[src/rtl/alu_arbiter.sv]
// rtl/alu_arbiter.sv - two-requester round-robin front end for a shared combinational ALU
//
// Ports:
//   clk, rst_n                       clock, asynchronous active-low reset
//   reqN_valid/ready                 operation handshake for requester N (N=0,1)
//   reqN_srca/srcb/op                operands and opcode of requester N
//   rspN_valid/ready                 result handshake for requester N
//   rspN_result                      registered ALU result for requester N
//   alu_srca/alu_srcb/alu_op         operands/opcode driven to the shared ALU
//   alu_result                       combinational result from the shared ALU
module alu_arbiter #(
  parameter int DATA_WIDTH    = 32,
  parameter int OPCODE_LENGTH = 4
) (
  input  logic                     clk,
  input  logic                     rst_n,
  input  logic                     req0_valid,
  output logic                     req0_ready,
  input  logic [DATA_WIDTH-1:0]    req0_srca,
  input  logic [DATA_WIDTH-1:0]    req0_srcb,
  input  logic [OPCODE_LENGTH-1:0] req0_op,
  input  logic                     req1_valid,
  output logic                     req1_ready,
  input  logic [DATA_WIDTH-1:0]    req1_srca,
  input  logic [DATA_WIDTH-1:0]    req1_srcb,
  input  logic [OPCODE_LENGTH-1:0] req1_op,
  output logic                     rsp0_valid,
  input  logic                     rsp0_ready,
  output logic [DATA_WIDTH-1:0]    rsp0_result,
  output logic                     rsp1_valid,
  input  logic                     rsp1_ready,
  output logic [DATA_WIDTH-1:0]    rsp1_result,
  output logic [DATA_WIDTH-1:0]    alu_srca,
  output logic [DATA_WIDTH-1:0]    alu_srcb,
  output logic [OPCODE_LENGTH-1:0] alu_op,
  input  logic [DATA_WIDTH-1:0]    alu_result
);

  // ptr_q holds the index of the last granted requester; reset to 1 so
  // requester 0 wins the first tie.
  logic                  ptr_q, ptr_d;
  logic                  rsp0_valid_q, rsp0_valid_d;
  logic                  rsp1_valid_q, rsp1_valid_d;
  logic [DATA_WIDTH-1:0] rsp0_result_q, rsp0_result_d;
  logic [DATA_WIDTH-1:0] rsp1_result_q, rsp1_result_d;
  logic                  elig0, elig1;
  logic                  grant0, grant1;

  always_comb begin
    // A requester may issue only if its result slot is free or being drained
    // this cycle, which gives one op per cycle per requester back-to-back.
    elig0 = req0_valid && (!rsp0_valid_q || rsp0_ready);
    elig1 = req1_valid && (!rsp1_valid_q || rsp1_ready);

    // rst_n gates the grants so nothing is accepted (and later lost) while
    // the block is held in reset.
    grant0 = rst_n && elig0 && (!elig1 || ptr_q);
    grant1 = rst_n && elig1 && (!elig0 || !ptr_q);

    alu_srca = '0;
    alu_srcb = '0;
    alu_op   = '0;
    if (grant0) begin
      alu_srca = req0_srca;
      alu_srcb = req0_srcb;
      alu_op   = req0_op;
    end else if (grant1) begin
      alu_srca = req1_srca;
      alu_srcb = req1_srcb;
      alu_op   = req1_op;
    end

    ptr_d = ptr_q;
    if (grant0) begin
      ptr_d = 1'b0;
    end else if (grant1) begin
      ptr_d = 1'b1;
    end

    rsp0_valid_d  = rsp0_valid_q;
    rsp0_result_d = rsp0_result_q;
    if (grant0) begin
      rsp0_valid_d  = 1'b1;
      rsp0_result_d = alu_result;
    end else if (rsp0_ready) begin
      rsp0_valid_d  = 1'b0;
    end

    rsp1_valid_d  = rsp1_valid_q;
    rsp1_result_d = rsp1_result_q;
    if (grant1) begin
      rsp1_valid_d  = 1'b1;
      rsp1_result_d = alu_result;
    end else if (rsp1_ready) begin
      rsp1_valid_d  = 1'b0;
    end
  end

  always_ff @(posedge clk or negedge rst_n) begin
    if (!rst_n) begin
      ptr_q         <= 1'b1;
      rsp0_valid_q  <= 1'b0;
      rsp1_valid_q  <= 1'b0;
      rsp0_result_q <= '0;
      rsp1_result_q <= '0;
    end else begin
      ptr_q         <= ptr_d;
      rsp0_valid_q  <= rsp0_valid_d;
      rsp1_valid_q  <= rsp1_valid_d;
      rsp0_result_q <= rsp0_result_d;
      rsp1_result_q <= rsp1_result_d;
    end
  end

  assign req0_ready  = grant0;
  assign req1_ready  = grant1;
  assign rsp0_valid  = rsp0_valid_q;
  assign rsp1_valid  = rsp1_valid_q;
  assign rsp0_result = rsp0_result_q;
  assign rsp1_result = rsp1_result_q;

endmodule
[config.mk]
export PLATFORM = sky130hd
export DESIGN_NAME = alu_arbiter
export DESIGN_NICKNAME = d
export VERILOG_FILES = /design/src/rtl/alu_arbiter.sv
export SDC_FILE = /design/constraint.sdc
export NUM_CORES = 1
export LEC_CHECK = 0
export ABC_AREA = 1
export BUFFER_PORTS_ARGS = -buffer_cell sky130_fd_sc_hd__buf_4
export CORE_AREA = 5 5 117 119
export CTS_CLUSTER_SIZE = 24
export DETAILED_ROUTE_END_ITERATION = 10
export DIE_AREA = 0 0 122 124
export PLACE_DENSITY = 0.66
export SLEW_MARGIN = 20
export SYNTH_ARGS = -nofsm -noshare
export SYNTH_HDL_FRONTEND = slang
export SYNTH_SLANG_ARGS = --single-unit
[constraint.sdc]
create_clock -name clk -period 3.6 [get_ports clk]
set_clock_uncertainty 0.2 [all_clocks]
set_input_delay 0.36 -clock clk [delete_from_list [all_inputs] [get_ports clk]]
set_output_delay 0.36 -clock clk [all_outputs]
set_load 0.03 [all_outputs]
==> flow_summary.yaml <==
finish:
  drive_gt1_share_pct: 41.64
  most-common-layout-cells: "buf_4 (319), nand2_1 (202), nand3_1 (200)"
  nNetsFinal: 988
  final.fill_count: 1237
  regArea_um2: 1678
  n_antenna_cell: 0
  multi_input_area_um2: 1834
  final_core_util_pct: 51.81
  final_common_cell: "buf_4"
  syn2layout_area_growth_pct: 69.52
  final_area_um2: 6459
yosys:
  ys_types: 11
  avgSynthCellArea_um2: 7.161
  synth_cells: 532
  synth_seq_cells: 67
  ys_seq_area_share_pct: 44.04
  syn_nets: 706
  synth_area_um2: 3810
  synth-warning-count: 0
power_and_ir_drop:
  switching_share_pct: 40.73
  power_frac_seq_pct: 31.4
  power_frac_comb_pct: 44.3
  power_frac_clock_pct: 24.3
  p_sw_mw: 1.351
  leakage_nw: 3.737
  ir_worst_vdd_v: 0.0003276
  p_per_area_nw_per_um2: 513.7
  p_int_mw: 1.967
cts:
  cts_tree: "yes"
  ctsResizeCount: 0
  cts_sinks: 67
  ctsHoldBuffers: 0
  root_buffer: "clkbuf_16"
  cts.clk_slew.worst_paths_ns: 0.05
  cts_buffers: 9
  htree_levels: 3
  cts_buffer_depth: 2
  clock_latency_ns: 0.33
  cts_setup_buffers: 0
die:
  rows: 41
  fp.dieH_um: 124
  pin_count: 310
  die_w_um: 122
  initial_core_util_pct: 30.56
  die_area_um2: 15130
  core_um2: 12470
routing:
  vias_per_cell: 4.924
  ant_nets: 0
  wl_per_cell_um: 17.72
  drt_iter0_drc: 376
  routed_wl_mm: 17.56
  drc: 0
  drtPass1Iterations: 5
  vias: 4880
timing:
  relSlewSlack_pct: 43.11
  finalSetupViolations: 0
  setup_slack_ns: 0.8683
  achievable-frequency_ghz: 0.3661
  timing.hold.ws_ns: 0.04126
  post-route-period-util_pct: 75.88
  worstMarginPinSlew_ns: 0.8533
  finalHoldViolations: 0
  slew_violations: 0
  rsz0062_at_grt: "false"
  period_minus_slack_ns: 2.732
  setup_tns_ns: 0
global_route:
  grt_pass1_wl_mm: 25.59
  overflow: 0
  grt_pass1_vias: 4696
  antenna_found_initial: 1
  grtUsageTotal_pct: 21.56
  grt_start_max_net_pins: 73
min_path:
  hp-class: "in -> async"
worst_setup_path:
  critical_path.startpoint: "ptr_q"
  arrival_ns: 2.17
  reg2reg_from: "rsp0_valid"
  end_kind: "output port"
  start_kind: "flop"
  path_buf_inv: 3
  cpPeakStageDelay_ns: 0.56
  crit_family: "buffers and inverters"
  critPathSlowestCell: "dfstp_2"
  path_max_fanout: 37
  path_cells: "inv_1 -> nand3_4 -> buf_4 -> nand3_1 -> nand2_1 -> buf_4"
  critPathKind: "reg -> out"
  path_common_cell: "buf_4"
  crit_required_ns: 3.04
placed_design:
  placement.io_buffers: 309
  dp_hpwl_mm: 13.48
  gp_congestion: 0.8678
  dpl_cell_area_um2: 6185
  pre_cts_slack_ns: 1.201
job:
  cap_violations: 0
status:
  status: "complete, no violations"
[metrics by stage]
stage / instances / power [mW]
after floorplan: 532 / 1.856
after detailed placement: 975 / 2.532
after global placement: 975 / 2.506
after CTS: 991 / 3.349
final: 991 / 3.318
after global routing: 991 / 3.488
[cells by family after synthesis]
group | after synthesis | synth area share, %
flops | 67 | 44.04
buf+inv | 56 | 8.736
simple gates | 408 | 47.09
compound gates | 1 | 0.1312
[layer usage]
metal | GRT usage (%) | share of wire, % | vias up | routed length, um
met5 | 0 | 0.040 | - | 7
met4 | 4.972 | 1.3 | 2 | 229
met3 | 7.811 | 9.7 | 21 | 1706
met2 | 34.50 | 49 | 225 | 8602
met1 | 28.05 | 40 | 2311 | 7014
li1 | - | - | 2321 | -
[synth_stat cells]
library cell	instances	area share, %
buf_2	29	3.8
buf_4	19	3.7
buf_6	2	0.59
dfrtp_1	66	43
dfstp_2	1	0.69
inv_1	6	0.59
nand2_1	202	20
nand2_2	2	0.33
nand3_1	202	27
nor2_2	2	0.33
o21ai_0	1	0.13
[power groups by stage]
stage	logic [mW]	clock network [mW]	registers, mW
after global placement	1.46	0	1.05
after detailed placement	1.48	0	1.05
after global routing	1.57	0.854	1.06
after floorplan	0.489	0	1.37
after CTS	1.48	0.822	1.04
final	1.47	0.807	1.04
[final cells by class]
type / instances / share of cell area (%)
tap: 172 / 3.332
multi-input combinational: 409 / 28.40
timing repair buffer: 321 / 37.70
clock inverter: 2 / 0.1550
clock buffer: 14 / 4.088
inverter: 6 / 0.3487
sequential: 67 / 25.98
[state kept, by name, indices dropped and copies added (netlist names)]
name         flops
rsp0_valid       1
ptr_q            1
rsp1_result     32
rsp1_valid       1
rsp0_result     32
[worst reg2reg max path, stage by stage, from the launching register on]
cell     delay [ns]
dfrtp_1        0.39
nand2_2        0.11
nand2_1        0.09
nor2_4         0.36
nand2_1        0.46
buf_4          0.37
nand2_1        0.09
nand2_1        0.05
[path summary, 6_finish.rpt]
path / endpoint / slack, ns / cells past startpoint
worst max-delay path: alu_op[3] / 0.87 / 6
worst min-delay path: rsp1_result[27] / 0.04 / 2
worst max register to register: rsp0_result[23] / 1.35 / 7
worst min register to register: rsp1_result[0] / 0.27 / 2
max in group asynchronous: rsp1_result[22] / 2.60 / 2
min in group clk: rsp0_result[3] / 0.07 / 3
Note: power is estimated with default switching activity, not from simulation.
